## src/rtl/riscv_state_dump.sv

```systemverilog
// Architectural state dumper: streams x0..x31 and then the data memory (packed
// little-endian words) over a valid/ready link while keeping a running checksum.
`timescale 1ns/1ps
module riscv_state_dump #(
    parameter int NB_DATA     = 32,
    parameter int N_REGS      = 32,
    parameter int NB_RF_ADDR  = 5,
    parameter int MEM_SIZE    = 256,
    parameter int NB_MEM_ADDR = 8
) (
    input  logic                   i_clock,
    input  logic                   i_reset_n,
    input  logic                   i_start,
    output logic                   o_busy,
    output logic                   o_done,
    output logic [NB_RF_ADDR-1:0]  o_rf_addr,
    input  logic [NB_DATA-1:0]     i_rf_data,
    output logic                   o_mem_rd,
    output logic [NB_MEM_ADDR-1:0] o_mem_addr,
    input  logic [7:0]             i_mem_data,
    output logic                   o_valid,
    input  logic                   i_ready,
    output logic [NB_DATA-1:0]     o_data,
    output logic                   o_tag,
    output logic [7:0]             o_index,
    output logic                   o_last,
    output logic [NB_DATA-1:0]     o_checksum
);

    typedef enum logic [2:0] {
        ST_IDLE     = 3'd0,
        ST_RF_REQ   = 3'd1,
        ST_RF_WAIT  = 3'd2,
        ST_MEM_REQ  = 3'd3,
        ST_MEM_WAIT = 3'd4,
        ST_OUT      = 3'd5,
        ST_DONE     = 3'd6
    } state_t;

    localparam logic [NB_RF_ADDR-1:0]  LAST_REG  = NB_RF_ADDR'(N_REGS - 1);
    localparam logic [NB_RF_ADDR-1:0]  ONE_REG   = NB_RF_ADDR'(1);
    localparam logic [NB_MEM_ADDR-1:0] LAST_BYTE = NB_MEM_ADDR'(MEM_SIZE - 4);
    localparam logic [NB_MEM_ADDR-1:0] WORD_STEP = NB_MEM_ADDR'(4);

    state_t                   state_r;
    state_t                   state_next;
    logic [NB_RF_ADDR-1:0]    reg_idx_r;
    logic [NB_RF_ADDR-1:0]    reg_idx_next;
    logic [NB_MEM_ADDR-1:0]   byte_idx_r;
    logic [NB_MEM_ADDR-1:0]   byte_idx_next;
    logic [1:0]               req_cnt_r;
    logic [1:0]               req_cnt_next;
    logic                     start_acc_s;
    logic                     handshake_s;
    logic                     rd_pend_r;
    logic [1:0]               rd_lane_r;

    logic                     busy_r;
    logic                     done_r;
    logic [NB_RF_ADDR-1:0]    rf_addr_r;
    logic                     mem_rd_r;
    logic [NB_MEM_ADDR-1:0]   mem_addr_r;
    logic                     valid_r;
    logic [NB_DATA-1:0]       data_r;
    logic                     tag_r;
    logic [7:0]               index_r;
    logic                     last_r;
    logic [NB_DATA-1:0]       checksum_r;

    // Next-state and walk-counter logic.
    always_comb begin
        state_next    = state_r;
        reg_idx_next  = reg_idx_r;
        byte_idx_next = byte_idx_r;
        req_cnt_next  = req_cnt_r;
        start_acc_s   = 1'b0;
        handshake_s   = 1'b0;
        case (state_r)
            ST_IDLE, ST_DONE: begin
                if (i_start) begin
                    state_next    = ST_RF_REQ;
                    reg_idx_next  = {NB_RF_ADDR{1'b0}};
                    byte_idx_next = {NB_MEM_ADDR{1'b0}};
                    req_cnt_next  = 2'd0;
                    start_acc_s   = 1'b1;
                end else begin
                    state_next = state_r;
                end
            end
            ST_RF_REQ:   state_next = ST_RF_WAIT;
            ST_RF_WAIT:  state_next = ST_OUT;
            ST_MEM_REQ: begin
                if (req_cnt_r == 2'd3) begin
                    state_next   = ST_MEM_WAIT;
                    req_cnt_next = 2'd0;
                end else begin
                    req_cnt_next = req_cnt_r + 2'd1;
                end
            end
            ST_MEM_WAIT: state_next = ST_OUT;
            ST_OUT: begin
                if (i_ready) begin
                    handshake_s = 1'b1;
                    if (reg_idx_r != LAST_REG) begin
                        reg_idx_next = reg_idx_r + ONE_REG;
                        state_next   = ST_RF_REQ;
                    end else if (!tag_r) begin
                        state_next = ST_MEM_REQ;
                    end else if (byte_idx_r != LAST_BYTE) begin
                        byte_idx_next = byte_idx_r + WORD_STEP;
                        state_next    = ST_MEM_REQ;
                    end else begin
                        state_next = ST_DONE;
                    end
                end else begin
                    state_next = ST_OUT;
                end
            end
            default: state_next = ST_IDLE;
        endcase
    end

    // State, counters and control outputs, all decoded from the next state so they are registered.
    always_ff @(posedge i_clock or negedge i_reset_n) begin
        if (!i_reset_n) begin
            state_r    <= ST_IDLE;
            reg_idx_r  <= {NB_RF_ADDR{1'b0}};
            byte_idx_r <= {NB_MEM_ADDR{1'b0}};
            req_cnt_r  <= 2'd0;
            busy_r     <= 1'b0;
            done_r     <= 1'b0;
            valid_r    <= 1'b0;
            mem_rd_r   <= 1'b0;
            rd_pend_r  <= 1'b0;
            rd_lane_r  <= 2'd0;
            rf_addr_r  <= {NB_RF_ADDR{1'b0}};
            mem_addr_r <= {NB_MEM_ADDR{1'b0}};
            checksum_r <= {NB_DATA{1'b0}};
        end else begin
            state_r    <= state_next;
            reg_idx_r  <= reg_idx_next;
            byte_idx_r <= byte_idx_next;
            req_cnt_r  <= req_cnt_next;
            busy_r     <= (state_next != ST_IDLE) && (state_next != ST_DONE);
            done_r     <= (state_next == ST_DONE);
            valid_r    <= (state_next == ST_OUT);
            mem_rd_r   <= (state_next == ST_MEM_REQ);
            rd_pend_r  <= mem_rd_r;
            rd_lane_r  <= mem_addr_r[1:0];
            if (state_next == ST_RF_REQ) begin
                rf_addr_r <= reg_idx_next;
            end else begin
                rf_addr_r <= rf_addr_r;
            end
            if (state_next == ST_MEM_REQ) begin
                mem_addr_r <= byte_idx_next + {{(NB_MEM_ADDR-2){1'b0}}, req_cnt_next};
            end else begin
                mem_addr_r <= mem_addr_r;
            end
            if (start_acc_s) begin
                checksum_r <= {NB_DATA{1'b0}};
            end else if (handshake_s) begin
                checksum_r <= checksum_r + data_r;
            end else begin
                checksum_r <= checksum_r;
            end
        end
    end

    // Beat payload: register capture, byte-lane assembly of memory words, tag/index/last.
    always_ff @(posedge i_clock or negedge i_reset_n) begin
        if (!i_reset_n) begin
            data_r  <= {NB_DATA{1'b0}};
            tag_r   <= 1'b0;
            index_r <= 8'd0;
            last_r  <= 1'b0;
        end else if (state_r == ST_RF_WAIT) begin
            data_r  <= i_rf_data;
            tag_r   <= 1'b0;
            index_r <= {{(8-NB_RF_ADDR){1'b0}}, reg_idx_r};
            last_r  <= 1'b0;
        end else begin
            if (rd_pend_r) begin
                case (rd_lane_r)
                    2'd0:    data_r[7:0]   <= i_mem_data;
                    2'd1:    data_r[15:8]  <= i_mem_data;
                    2'd2:    data_r[23:16] <= i_mem_data;
                    2'd3:    data_r[31:24] <= i_mem_data;
                    default: data_r        <= data_r;
                endcase
            end else begin
                data_r <= data_r;
            end
            if (state_r == ST_MEM_WAIT) begin
                tag_r   <= 1'b1;
                index_r <= {{(10-NB_MEM_ADDR){1'b0}}, byte_idx_r[NB_MEM_ADDR-1:2]};
                last_r  <= (byte_idx_r == LAST_BYTE);
            end else begin
                tag_r   <= tag_r;
                index_r <= index_r;
                last_r  <= last_r;
            end
        end
    end

    assign o_busy     = busy_r;
    assign o_done     = done_r;
    assign o_rf_addr  = rf_addr_r;
    assign o_mem_rd   = mem_rd_r;
    assign o_mem_addr = mem_addr_r;
    assign o_valid    = valid_r;
    assign o_data     = data_r;
    assign o_tag      = tag_r;
    assign o_index    = index_r;
    assign o_last     = last_r;
    assign o_checksum = checksum_r;

endmodule

```

## config.mk

```make
export PLATFORM = sky130hd
export DESIGN_NAME = riscv_state_dump
export DESIGN_NICKNAME = d
export VERILOG_FILES = /design/src/rtl/riscv_state_dump.sv
export SDC_FILE = /design/constraint.sdc
export NUM_CORES = 1
export LEC_CHECK = 0
export ABC_AREA = 1
export CORE_MARGIN = 4
export CORE_UTILIZATION = 57
export DETAILED_ROUTE_END_ITERATION = 10
export PLACE_DENSITY = 0.87
export SYNTH_ARGS = -nofsm -noshare
export SYNTH_HDL_FRONTEND = slang
export SYNTH_SLANG_ARGS = --single-unit
```

## constraint.sdc

```tcl
create_clock -name i_clock -period 5.75 [get_ports i_clock]
set_input_delay 0.8625 -clock i_clock [delete_from_list [all_inputs] [get_ports i_clock]]
set_output_delay 0.8625 -clock i_clock [all_outputs]
set_load 0.02 [all_outputs]
```

## Yosys cells after proc, flatten, opt, wreduce, memory -nomap -nowiden

Index checks and enable logic that the tools add are counted.
Widths: inputs -> output; s select.

- Register bits: 112
- Bits of input ports: 44
- Output and inout port bits: 91
- Logic and storage cells: 98

- Add/sub/neg operators: 5
- Equal/unequal tests: 18
- Mux-type cells: 38
- Reductions and logical operators: 17

Operators by type and width:

| operator | number |
|---|---|
| $mux 32 | 4 |
| $mux 8 | 11 |
| $add 32x32->32 | 1 |
| $mux 3 | 6 |
| $pmux 8 s2 | 1 |
| $eq 3x3->1 const B | 5 |
| $mux 5 | 3 |
| $pmux 3 s5 | 1 |
| $reduce_bool 2->1 | 7 |
| $pmux 5 s2 | 1 |
| $eq 3x2->1 const B | 3 |
| $add 8x2->8 | 1 |
| $add 8x3->8 const B | 1 |
| $eq 8x8->1 const B | 1 |
| $mux 1 | 8 |
| $ne 8x8->1 const B | 1 |
| $reduce_and 2->1 | 4 |
| $eq 2x2->1 const B | 3 |
| $eq 3x1->1 const B | 2 |
| $add 5x1->5 const B | 1 |
| $ne 5x5->1 const B | 1 |
| $mux 2 | 2 |
| $pmux 2 s2 | 1 |
| $reduce_or 2->1 | 2 |
| 7 further kinds | 7 |

## Logic depth before layout (Yosys ltp)

Gate-level depths: netlist of run 1.

- Depth after elaboration: 8
- Depth in mapped cells: 18
- Gate-level depth less buffers: 16

## Worst setup path after synthesis of run 1

Ideal clock, no wire load.

- Kind: input port to flip-flop
- Start point: input i_start
- End point: register mem_addr_r[6] (netlist: o_mem_addr[6])
- Setup time: 117 ps
- Data arrival time: 2262 ps
- Required time: 5633 ps
- Setup slack: 3371 ps
- Stages: 13
- Path buffers: 1
- Cell sequence: nand2_4 -> buf_6 -> nand3_1 -> o21ai_0 -> ha_1 -> inv_1 -> fa_1 -> inv_1 -> nand3_2 -> nor2_2 -> nand4_1 -> nand3_1 -> nand2_1

- Longest elaborated chain between the ends: 3
- Elaborated cells between the ends (all ways): 8
- Those cells by class: add/sub: 1; eq/ne: 1; mux: 6

Ends and longest elaborated chain:

| element | RTL line | RTL |
|---|---|---|
| from (decl) | 13 | `input logic i_start,` |
| $mux 2 | 80 | `if (i_start) begin` |
| $pmux 2 s2 | 78 | `case (state_r)` |
| via req_cnt_next[0] | 52 | `logic [1:0] req_cnt_next;` |
| $add 8x2->8 | 156 | `mem_addr_r <= byte_idx_next + {{(NB_MEM_ADDR-2){1'b0}}, req_cnt_next};` |
| to (signal assigned) | 137 | `mem_addr_r <= {NB_MEM_ADDR{1'b0}};` |
| to (signal assigned) | 156 |  |
| to (signal assigned) | 158 | `mem_addr_r <= mem_addr_r;` |
| to (decl) | 62 | `logic [NB_MEM_ADDR-1:0] mem_addr_r;` |

The timed path passes the listed nets, and every way through them passes these cells.
A chain may end at the register's enable or synchronous reset.

## Worst setup path after layout of run 1

- Start point: input i_start
- End point: register mem_addr_r[6] (netlist: o_mem_addr[6])

- Longest elaborated chain between the ends: 3
- Elaborated cells between the ends (all ways): 8
- Those cells by class: add/sub: 1; eq/ne: 1; mux: 6

Ends and longest elaborated chain:

| element | RTL line | RTL |
|---|---|---|
| $mux 8 | 80 |  |
| $pmux 8 s2 | 78 |  |
| via byte_idx_next[0] | 50 | `logic [NB_MEM_ADDR-1:0] byte_idx_next;` |
| $add 8x2->8 | 156 |  |

The timed path passes the listed nets, and every way through them passes these cells.

==> impl_metrics.prom, run 1 <==
# TYPE chip_impl_metric gauge
chip_impl_info{name="yosys-top-cells-count",value="sky130_fd_sc_hd__nand2_1, sky130_fd_sc_hd__dfrtp_1, sky130_fd_sc_hd__inv_1, sky130_fd_sc_hd__nor2_1, sky130_fd_sc_hd__o21ai_0"} 1
chip_impl_metric{name="clock_power_share",unit="%"} 12.9
chip_impl_metric{name="dieArea",unit="sq um"} 13700
chip_impl_info{name="status",value="completed"} 1
chip_impl_metric{name="leakage",unit="nW"} 4.03
chip_impl_metric{name="place.detailed.hpwl",unit="um"} 17100
chip_impl_info{name="cts_tree",value="built"} 1
chip_impl_metric{name="area_growth",unit="%"} 25.1
chip_impl_metric{name="fin_crit",unit="ps"} 2730
chip_impl_metric{name="p_sw_share",unit="%"} 48.8
chip_impl_metric{name="clock-sinks",unit=""} 110
chip_impl_metric{name="route.detailed.drc",unit=""} 0
chip_impl_metric{name="timing.max_cap.violations",unit=""} 0
chip_impl_metric{name="fin_skew",unit="ps"} 7.87
chip_impl_metric{name="viasPerCell",unit=""} 5.83
chip_impl_metric{name="power.sequential.fraction",unit="%"} 28.9
chip_impl_metric{name="report.final.setup_viol",unit=""} 0
chip_impl_metric{name="grtUsageTotal",unit="%"} 32.6
chip_impl_metric{name="grt_antenna_before_repair",unit=""} 0
chip_impl_metric{name="initial_utilization",unit="%"} 58.8
chip_impl_metric{name="max_freq",unit="GHz"} 0.367
chip_impl_metric{name="synth_xor_area_share",unit="%"} 0.387
chip_impl_metric{name="dpl_cell_area",unit="sq um"} 8220
chip_impl_metric{name="maxSlewHeadroom",unit="%"} 38.6
chip_impl_metric{name="detail_route.wl_per_cell",unit="um"} 18.6
chip_impl_metric{name="antenna_violating_nets_post_route",unit=""} 0
chip_impl_metric{name="cts_resized",unit=""} 0
chip_impl_metric{name="yosys.area_share.adder",unit="%"} 7.22
chip_impl_metric{name="std_cell_rows",unit=""} 39
chip_impl_metric{name="ctsHoldBuffers",unit=""} 0
chip_impl_metric{name="ys_warn_count",unit=""} 0
chip_impl_metric{name="synth.ff_latch_count",unit=""} 110
chip_impl_metric{name="drt-pass1-iter-count",unit=""} 5
chip_impl_metric{name="grt_pass1_wl",unit="um"} 34300
chip_impl_metric{name="power_switching",unit="mW"} 2.31
chip_impl_info{name="startpoint_class",value="input port"} 1
chip_impl_metric{name="die_x",unit="um"} 117
chip_impl_metric{name="initialDrtViolationCount",unit=""} 648
chip_impl_metric{name="power-per-cell-area",unit="nW/um^2"} 558
chip_impl_metric{name="required",unit="ps"} 6000
chip_impl_metric{name="comb_power_share",unit="%"} 58.2
chip_impl_metric{name="post_synth_instance_area",unit="sq um"} 6800
chip_impl_metric{name="syn_avg_cell_area",unit="sq um"} 7.60
chip_impl_metric{name="vias_in_the_first_global_route",unit=""} 6584
chip_impl_info{name="crit_path_start",value="i_start"} 1
chip_impl_metric{name="place.port_buffers",unit=""} 132
chip_impl_metric{name="coreArea",unit="sq um"} 11600
chip_impl_info{name="end_kind",value="flip-flop"} 1
chip_impl_metric{name="cts.reportedPaths.clkPinSlew",unit="ps"} 70
chip_impl_metric{name="ctsHtreeMaxLevel",unit=""} 3
chip_impl_metric{name="vias",unit=""} 6829
chip_impl_metric{name="synth-seq-area-share",unit="%"} 40.5
chip_impl_metric{name="finalMaxSlewViolations",unit=""} 0
chip_impl_metric{name="post_cts_buffers",unit=""} 0
chip_impl_info{name="critPathCapture",value="o_mem_addr[6]$_DFFE_PN0P_"} 1
chip_impl_metric{name="total_grt_overflow",unit=""} 0
chip_impl_metric{name="final_hold_violation_count",unit=""} 0
chip_impl_info{name="critPathKind",value="in -> reg"} 1
chip_impl_metric{name="intPower",unit="mW"} 2.43
chip_impl_metric{name="layout.nets",unit=""} 1106
chip_impl_metric{name="yosysUniqueCellTypes",unit=""} 48
chip_impl_metric{name="n_antenna_cell",unit=""} 0
chip_impl_metric{name="worst_path_maximum_fanout",unit=""} 12
chip_impl_metric{name="complex_gate_fraction_of_the_synthesized_area",unit="%"} 16.6
chip_impl_metric{name="yosys.area_share.simple",unit="%"} 28.9
chip_impl_metric{name="finalSetupTns",unit="ps"} 0
chip_impl_metric{name="worst_slew_pin_slew",unit="ps"} 921
chip_impl_info{name="rsz0062_at_grt",value="no"} 1
chip_impl_metric{name="total_i_o_pin_count",unit=""} 135
chip_impl_metric{name="routabilityCongestion",unit=""} 1.00
chip_impl_metric{name="cts_buffers",unit=""} 9
chip_impl_metric{name="vdd_ir_drop_max",unit="V"} 0.000323
chip_impl_metric{name="post_synth_mux_area_share",unit="%"} 0.331
chip_impl_metric{name="synth_cells",unit=""} 895
chip_impl_metric{name="worst-r2r-setup-slack",unit="ps"} 3170
chip_impl_info{name="combinational_family_with_the_most_area_after_synthesis",value="simple AND/OR/NAND/NOR gates"} 1
chip_impl_metric{name="finalWirelength",unit="um"} 21700
chip_impl_metric{name="fp.dieH",unit="um"} 117
chip_impl_metric{name="synth_largest_type_area_fraction",unit="%"} 40.5
chip_impl_metric{name="clock_insertion_delay_worst_skew",unit="ps"} 350
chip_impl_metric{name="ff2ff_path_depth",unit=""} 15
chip_impl_info{name="origin_of_the_critical_flop_to_flop_path",value="state_r[2]$_DFF_PN0_"} 1
chip_impl_metric{name="cts_buffer_depth",unit=""} 2
chip_impl_info{name="synth.largest_area_cell",value="sky130_fd_sc_hd__dfrtp_1"} 1
chip_impl_metric{name="layout-drive-gt1-share",unit="%"} 5.74
chip_impl_metric{name="fin_util",unit="%"} 73.5
chip_impl_info{name="worstReg2RegEnd",value="o_mem_addr[6]$_DFFE_PN0P_"} 1
chip_impl_metric{name="min_period_over_period",unit="%"} 47.4
chip_impl_metric{name="fillCellCount",unit=""} 942
chip_impl_metric{name="grt_start_max_net_pins",unit=""} 73
chip_impl_metric{name="worst_ep_arrival_time",unit="ps"} 2980
chip_impl_info{name="clockRootBuffer",value="sky130_fd_sc_hd__clkbuf_16"} 1
chip_impl_metric{name="finish.instance_area",unit="sq um"} 8500
chip_impl_metric{name="number_of_enable_flip_flop_cells_after_synthesis",unit=""} 0
chip_impl_info{name="post-synth-top-count-cell",value="sky130_fd_sc_hd__nand2_1"} 1
chip_impl_info{name="synth_ff_type",value="sky130_fd_sc_hd__dfrtp_1"} 1
chip_impl_metric{name="synthArstFlopShare",unit="%"} 100
chip_impl_info{name="synthTopCellsByArea",value="sky130_fd_sc_hd__dfrtp_1, sky130_fd_sc_hd__nand2_1, sky130_fd_sc_hd__ha_1"} 1
chip_impl_info{name="hold_path_class",value="reg -> reg"} 1
-- registers in the layout (all words and copies together), names as in the netlist, 3 cells and up --
register / cells
o_rf_addr: 5
o_index: 6
o_checksum: 32
byte_idx_r: 8
o_mem_addr: 8
state_r: 3
o_data: 32
reg_idx_r: 5
-- per-layer routing --
| layer | wire length (um) | share of wire, % | up-vias | global-route usage [%] |
|---|---|---|---|---|
| met3 | 1500 | 6.9 | 64 | 6.12 |
| met1 | 9090 | 42 | 3196 | 42.6 |
| met5 | 0 | 0 | - | 0 |
| met4 | 1150 | 5.3 | 0 | 18.6 |
| met2 | 9980 | 46 | 300 | 50.8 |
| li1 | - | - | 3269 | - |
-- worst min path at each step --
stage | from | cells past startpoint | end | slack [ps]
after floorplan | o_mem_rd$_DFF_PN0_ | 0 | rd_pend_r$_DFF_PN0_ | 490
after global placement | o_mem_rd$_DFF_PN0_ | 0 | rd_pend_r$_DFF_PN0_ | 360
after detailed placement | o_mem_rd$_DFF_PN0_ | 0 | rd_pend_r$_DFF_PN0_ | 390
after CTS | o_mem_rd$_DFF_PN0_ | 0 | rd_pend_r$_DFF_PN0_ | 400
after global routing | o_mem_rd$_DFF_PN0_ | 0 | rd_pend_r$_DFF_PN0_ | 420
final | o_mem_rd$_DFF_PN0_ | 0 | rd_pend_r$_DFF_PN0_ | 400
-- final cells by class --
type,count,area (sq um),share of cell area [%]
Timing Repair Buffer,135,1340,15.8
Clock inverter,4,37.5,0.442
Sequential cell,110,2750,32.4
Clock buffer,11,243,2.86
Inverter,82,308,3.62
Multi-Input combinational cell,686,3640,42.8
Tap cell,143,179,2.10
-- critical path, stage by stage --
cell and delay, ps:
sky130_fd_sc_hd__clkdlybuf4s50_1 470, sky130_fd_sc_hd__nand2_4 190, sky130_fd_sc_hd__inv_2 120, sky130_fd_sc_hd__nor2_1 160, sky130_fd_sc_hd__ha_1 180, sky130_fd_sc_hd__inv_1 50
sky130_fd_sc_hd__fa_1 350, sky130_fd_sc_hd__inv_1 100, sky130_fd_sc_hd__nand3_2 110, sky130_fd_sc_hd__nor2_2 130, sky130_fd_sc_hd__nand4_1 90, sky130_fd_sc_hd__nand3_1 100
sky130_fd_sc_hd__nand2_1 50
-- kinds of logic after synthesis --
| logic type | after synthesis |
|---|---|
| AND/OR/NAND/NOR | 449 |
| adder cells (fa/ha/maj) | 38 |
| buffers and inverters | 100 |
| multiplexers | 2 |
| flip-flops | 110 |
| XOR/XNOR | 3 |
| AO/OA/AOI/OAI | 192 |
| other | 1 |
-- power by group through the flow --
stage               registers (mW)  clock network, mW  logic (mW)
floorplan                     1.60                  0        1.42
global placement              1.37                  0        2.68
detailed placement            1.38                  0        2.73
CTS                           1.36              0.616        2.74
global route                  1.40              0.647        3.04
finish                        1.37              0.610        2.76
-- layout by cell type (no fill, tap or decap), drive strengths merged, types with 3 or more instances in the layout --
| master | count |
|---|---|
| a21o | 10 |
| a21oi | 57 |
| a31oi | 4 |
| buf | 4 |
| clkbuf | 11 |
| clkdlybuf4s50 | 131 |
| clkinv | 7 |
| dfrtp | 110 |
| ha | 36 |
| inv | 79 |
| nand2 | 277 |
| nand3 | 61 |
| nand4 | 12 |
| nor2 | 73 |
| nor3 | 18 |
| o211ai | 32 |
| o21a | 3 |
| o21ai | 74 |
| o21bai | 3 |
| xor2 | 3 |
-- per-stage QoR --
stage               power [mW]  setup slack (ps)  cells  hold slack [ps]
floorplan                 3.02              3370    896              494
global placement          4.05              2780   1156              360
detailed placement        4.10              2660   1156              385
CTS                       4.72              3040   1171              401
global route              5.09              2800   1171              421
finish                    4.74              3020   1171              400
(Power assumes the default switching activity.)
==> inputs of run 2 (changes only) <==
--- a/config.mk
+++ b/config.mk
@@ -7,9 +7,9 @@
 export LEC_CHECK = 0
 export ABC_AREA = 1
 export CORE_MARGIN = 4
-export CORE_UTILIZATION = 57
+export CORE_UTILIZATION = 53
 export DETAILED_ROUTE_END_ITERATION = 10
-export PLACE_DENSITY = 0.87
+export PLACE_DENSITY = 0.82
 export SYNTH_ARGS = -nofsm -noshare
 export SYNTH_HDL_FRONTEND = slang
 export SYNTH_SLANG_ARGS = --single-unit
==> constraint.sdc (replaced) <==
create_clock -name i_clock -period 2.7 [get_ports i_clock]
set_input_delay 0.405 -clock i_clock [delete_from_list [all_inputs] [get_ports i_clock]]
set_output_delay 0.405 -clock i_clock [all_outputs]
set_load 0.02 [all_outputs]
==> run 2 against run 1 <==
Net effect: clock power grew 110%; power rose by 110%; highest routed layer unchanged; largest cell class unchanged; largest power group unchanged; final area grew 1.3%; first-iteration DRC count is 14% lower; core utilization decreased by 5.0 points; combinational power grew 110%; die area grew 7.0%; via count rose by 0.21%.
==> impl_metrics.prom, run 2 (synthesis gave the netlist of run 1 again) <==
# TYPE chip_impl_metric gauge
chip_impl_metric{name="cts.reportedPaths.clkPinSlew",unit="ps"} 70
chip_impl_info{name="layout_commonest_cell",value="sky130_fd_sc_hd__nand2_1"} 1
chip_impl_metric{name="grt_antenna_before_repair",unit=""} 0
chip_impl_metric{name="coreArea",unit="sq um"} 12600
chip_impl_metric{name="fin_hold_ws",unit="ps"} 2.88
chip_impl_metric{name="finalWirelength",unit="um"} 20600
chip_impl_metric{name="fillCellCount",unit=""} 1077
chip_impl_metric{name="fin_skew",unit="ps"} 6.23
chip_impl_metric{name="die_x",unit="um"} 121
chip_impl_metric{name="initialDrtViolationCount",unit=""} 556
chip_impl_metric{name="antenna_violating_nets_post_route",unit=""} 0
chip_impl_metric{name="fin_util",unit="%"} 68.5
chip_impl_info{name="clockRootBuffer",value="sky130_fd_sc_hd__clkbuf_16"} 1
chip_impl_metric{name="ctsHtreeMaxLevel",unit=""} 3
chip_impl_metric{name="timing.max_cap.violations",unit=""} 0
chip_impl_metric{name="multi_input_area",unit="sq um"} 3640
chip_impl_metric{name="grtUsageTotal",unit="%"} 28.9
chip_impl_metric{name="max_freq",unit="GHz"} 0.416
chip_impl_metric{name="place.detailed.hpwl",unit="um"} 16400
chip_impl_info{name="cts_tree",value="built"} 1
chip_impl_metric{name="vias_in_the_first_global_route",unit=""} 6584
chip_impl_metric{name="fin_crit",unit="ps"} 2410
chip_impl_metric{name="place.port_buffers",unit=""} 132
chip_impl_metric{name="final_hold_violation_count",unit=""} 0
chip_impl_metric{name="pre_cts_ws",unit="ps"} 140
chip_impl_metric{name="report.final.setup_viol",unit=""} 0
chip_impl_metric{name="n_antenna_cell",unit=""} 0
chip_impl_metric{name="min_period_over_period",unit="%"} 89.1
chip_impl_metric{name="cts_buffer_depth",unit=""} 2
chip_impl_metric{name="detail_route.wl_per_cell",unit="um"} 17.0
chip_impl_metric{name="route.detailed.drc",unit=""} 0
chip_impl_metric{name="std_cell_rows",unit=""} 41
chip_impl_metric{name="area_growth",unit="%"} 26.7
chip_impl_metric{name="dpl_cell_area",unit="sq um"} 8330
chip_impl_metric{name="power-per-cell-area",unit="nW/um^2"} 1170
chip_impl_metric{name="maxSlewHeadroom",unit="%"} 61.1
chip_impl_metric{name="layout.nets",unit=""} 1115
chip_impl_metric{name="dieArea",unit="sq um"} 14700
chip_impl_metric{name="worst_ep_arrival_time",unit="ps"} 2660
chip_impl_metric{name="ff2ff_path_depth",unit=""} 14
chip_impl_metric{name="clock-sinks",unit=""} 110
chip_impl_metric{name="cts_buffers",unit=""} 9
chip_impl_info{name="startpoint_class",value="flip-flop"} 1
chip_impl_metric{name="initial_utilization",unit="%"} 54.1
chip_impl_info{name="status",value="completed"} 1
chip_impl_metric{name="setup_slack",unit="ps"} 293
chip_impl_metric{name="worst_path_maximum_fanout",unit=""} 5
chip_impl_metric{name="finalSetupTns",unit="ps"} 0
chip_impl_metric{name="total_grt_overflow",unit=""} 0
chip_impl_metric{name="drt-pass1-iter-count",unit=""} 5
chip_impl_metric{name="viasPerCell",unit=""} 5.66
chip_impl_metric{name="grt_start_max_net_pins",unit=""} 42
chip_impl_info{name="end_kind",value="flip-flop"} 1
chip_impl_metric{name="register_area",unit="sq um"} 2750
chip_impl_metric{name="clock_insertion_delay_worst_skew",unit="ps"} 360
chip_impl_metric{name="finalMaxSlewViolations",unit=""} 0
chip_impl_metric{name="required",unit="ps"} 2950
chip_impl_info{name="critPathKind",value="reg -> reg"} 1
chip_impl_metric{name="ctsHoldBuffers",unit=""} 0
chip_impl_metric{name="total_i_o_pin_count",unit=""} 135
chip_impl_metric{name="finish.instance_area",unit="sq um"} 8610
chip_impl_metric{name="fp.dieH",unit="um"} 121
chip_impl_metric{name="vias",unit=""} 6843
chip_impl_metric{name="layout-drive-gt1-share",unit="%"} 6.65
chip_impl_metric{name="leakage",unit="nW"} 4.07
chip_impl_info{name="highest_count_cells_in_the_layout_ignoring_fill_and_taps",value="sky130_fd_sc_hd__nand2_1, sky130_fd_sc_hd__clkdlybuf4s50_1, sky130_fd_sc_hd__dfrtp_1, sky130_fd_sc_hd__inv_1, sky130_fd_sc_hd__nor2_1"} 1
chip_impl_metric{name="vdd_ir_drop_max",unit="V"} 0.000639
chip_impl_metric{name="grt_pass1_wl",unit="um"} 33200
chip_impl_info{name="hold_path_class",value="in -> async"} 1
chip_impl_info{name="rsz0062_at_grt",value="no"} 1
chip_impl_metric{name="worst_slew_pin_slew",unit="ps"} 577
chip_impl_metric{name="routabilityCongestion",unit=""} 0.976
==> run 2: path summary, 6_finish.rpt <==
check	startpoint	endpoint	slack, ps
max	state_r[2]$_DFF_PN0_	o_mem_addr[6]$_DFFE_PN0P_	290
min	i_reset_n	o_checksum[8]$_DFFE_PN0P_	3
max reg2reg	state_r[2]$_DFF_PN0_	o_mem_addr[6]$_DFFE_PN0P_	290
min reg2reg	o_mem_rd$_DFF_PN0_	rd_pend_r$_DFF_PN0_	390
max in group asynchronous	i_reset_n	state_r[0]$_DFF_PN0_	1930
min in group i_clock	o_mem_rd$_DFF_PN0_	rd_pend_r$_DFF_PN0_	390
==> run 2: repair_timing <==
item / in CTS / in global routing
setup endpoints to repair: 0 / 2
buffers inserted: 0 / 0
gates resized for setup: 0 / 1
==> run 2: where the power goes <==
| part | leakage, nW | switching (mW) | internal, mW |
|---|---|---|---|
| clock | 0.140 | 0.630 | 0.682 |
| sequential | 1.44 | 0.654 | 2.28 |
| combinational | 2.49 | 3.54 | 2.27 |
| total | 4.07 | 4.82 | 5.23 |
==> run 2: cell type report <==
type / instances / area share (%)
clock buffers: 12 / 2.98
inverters: 82 / 3.58
multi-input cells: 686 / 42.3
flip-flops and latches: 110 / 32.0
clock inverters: 3 / 0.305
repair buffers: 144 / 16.4
well taps: 172 / 2.50
==> run 2: critical path, stage by stage, from the launching register on <==
cell and delay [ps]:
sky130_fd_sc_hd__dfrtp_1 390, sky130_fd_sc_hd__inv_1 90, sky130_fd_sc_hd__nand3_1 160, sky130_fd_sc_hd__nor2_1 140
sky130_fd_sc_hd__inv_1 80, sky130_fd_sc_hd__o21ai_0 260, sky130_fd_sc_hd__ha_1 230, sky130_fd_sc_hd__inv_1 60
sky130_fd_sc_hd__fa_1 350, sky130_fd_sc_hd__inv_1 90, sky130_fd_sc_hd__nand3_2 100, sky130_fd_sc_hd__nor2_2 130
sky130_fd_sc_hd__nand4_1 90, sky130_fd_sc_hd__nand3_1 90, sky130_fd_sc_hd__nand2_1 50
==> run 2: per-stage QoR <==
step           total power, mW  std cells
2_1_floorplan             6.44        896
3_3_place_gp              8.56       1194
3_5_place_dp              8.69       1194
4_1_cts                   10.0       1209
5_1_grt                   10.8       1209
6_report                  10.1       1209
==> run 2: layer usage <==
| metal | GRT usage [%] | part of all wire [%] | vias to the layer above |
|---|---|---|---|
| met1 | 37.5 | 41 | 3214 |
| met5 | 0 | 0 | - |
| met4 | 13.4 | 4.2 | 0 |
| met3 | 4.48 | 6.7 | 52 |
| li1 | - | - | 3299 |
| met2 | 47.6 | 48 | 278 |
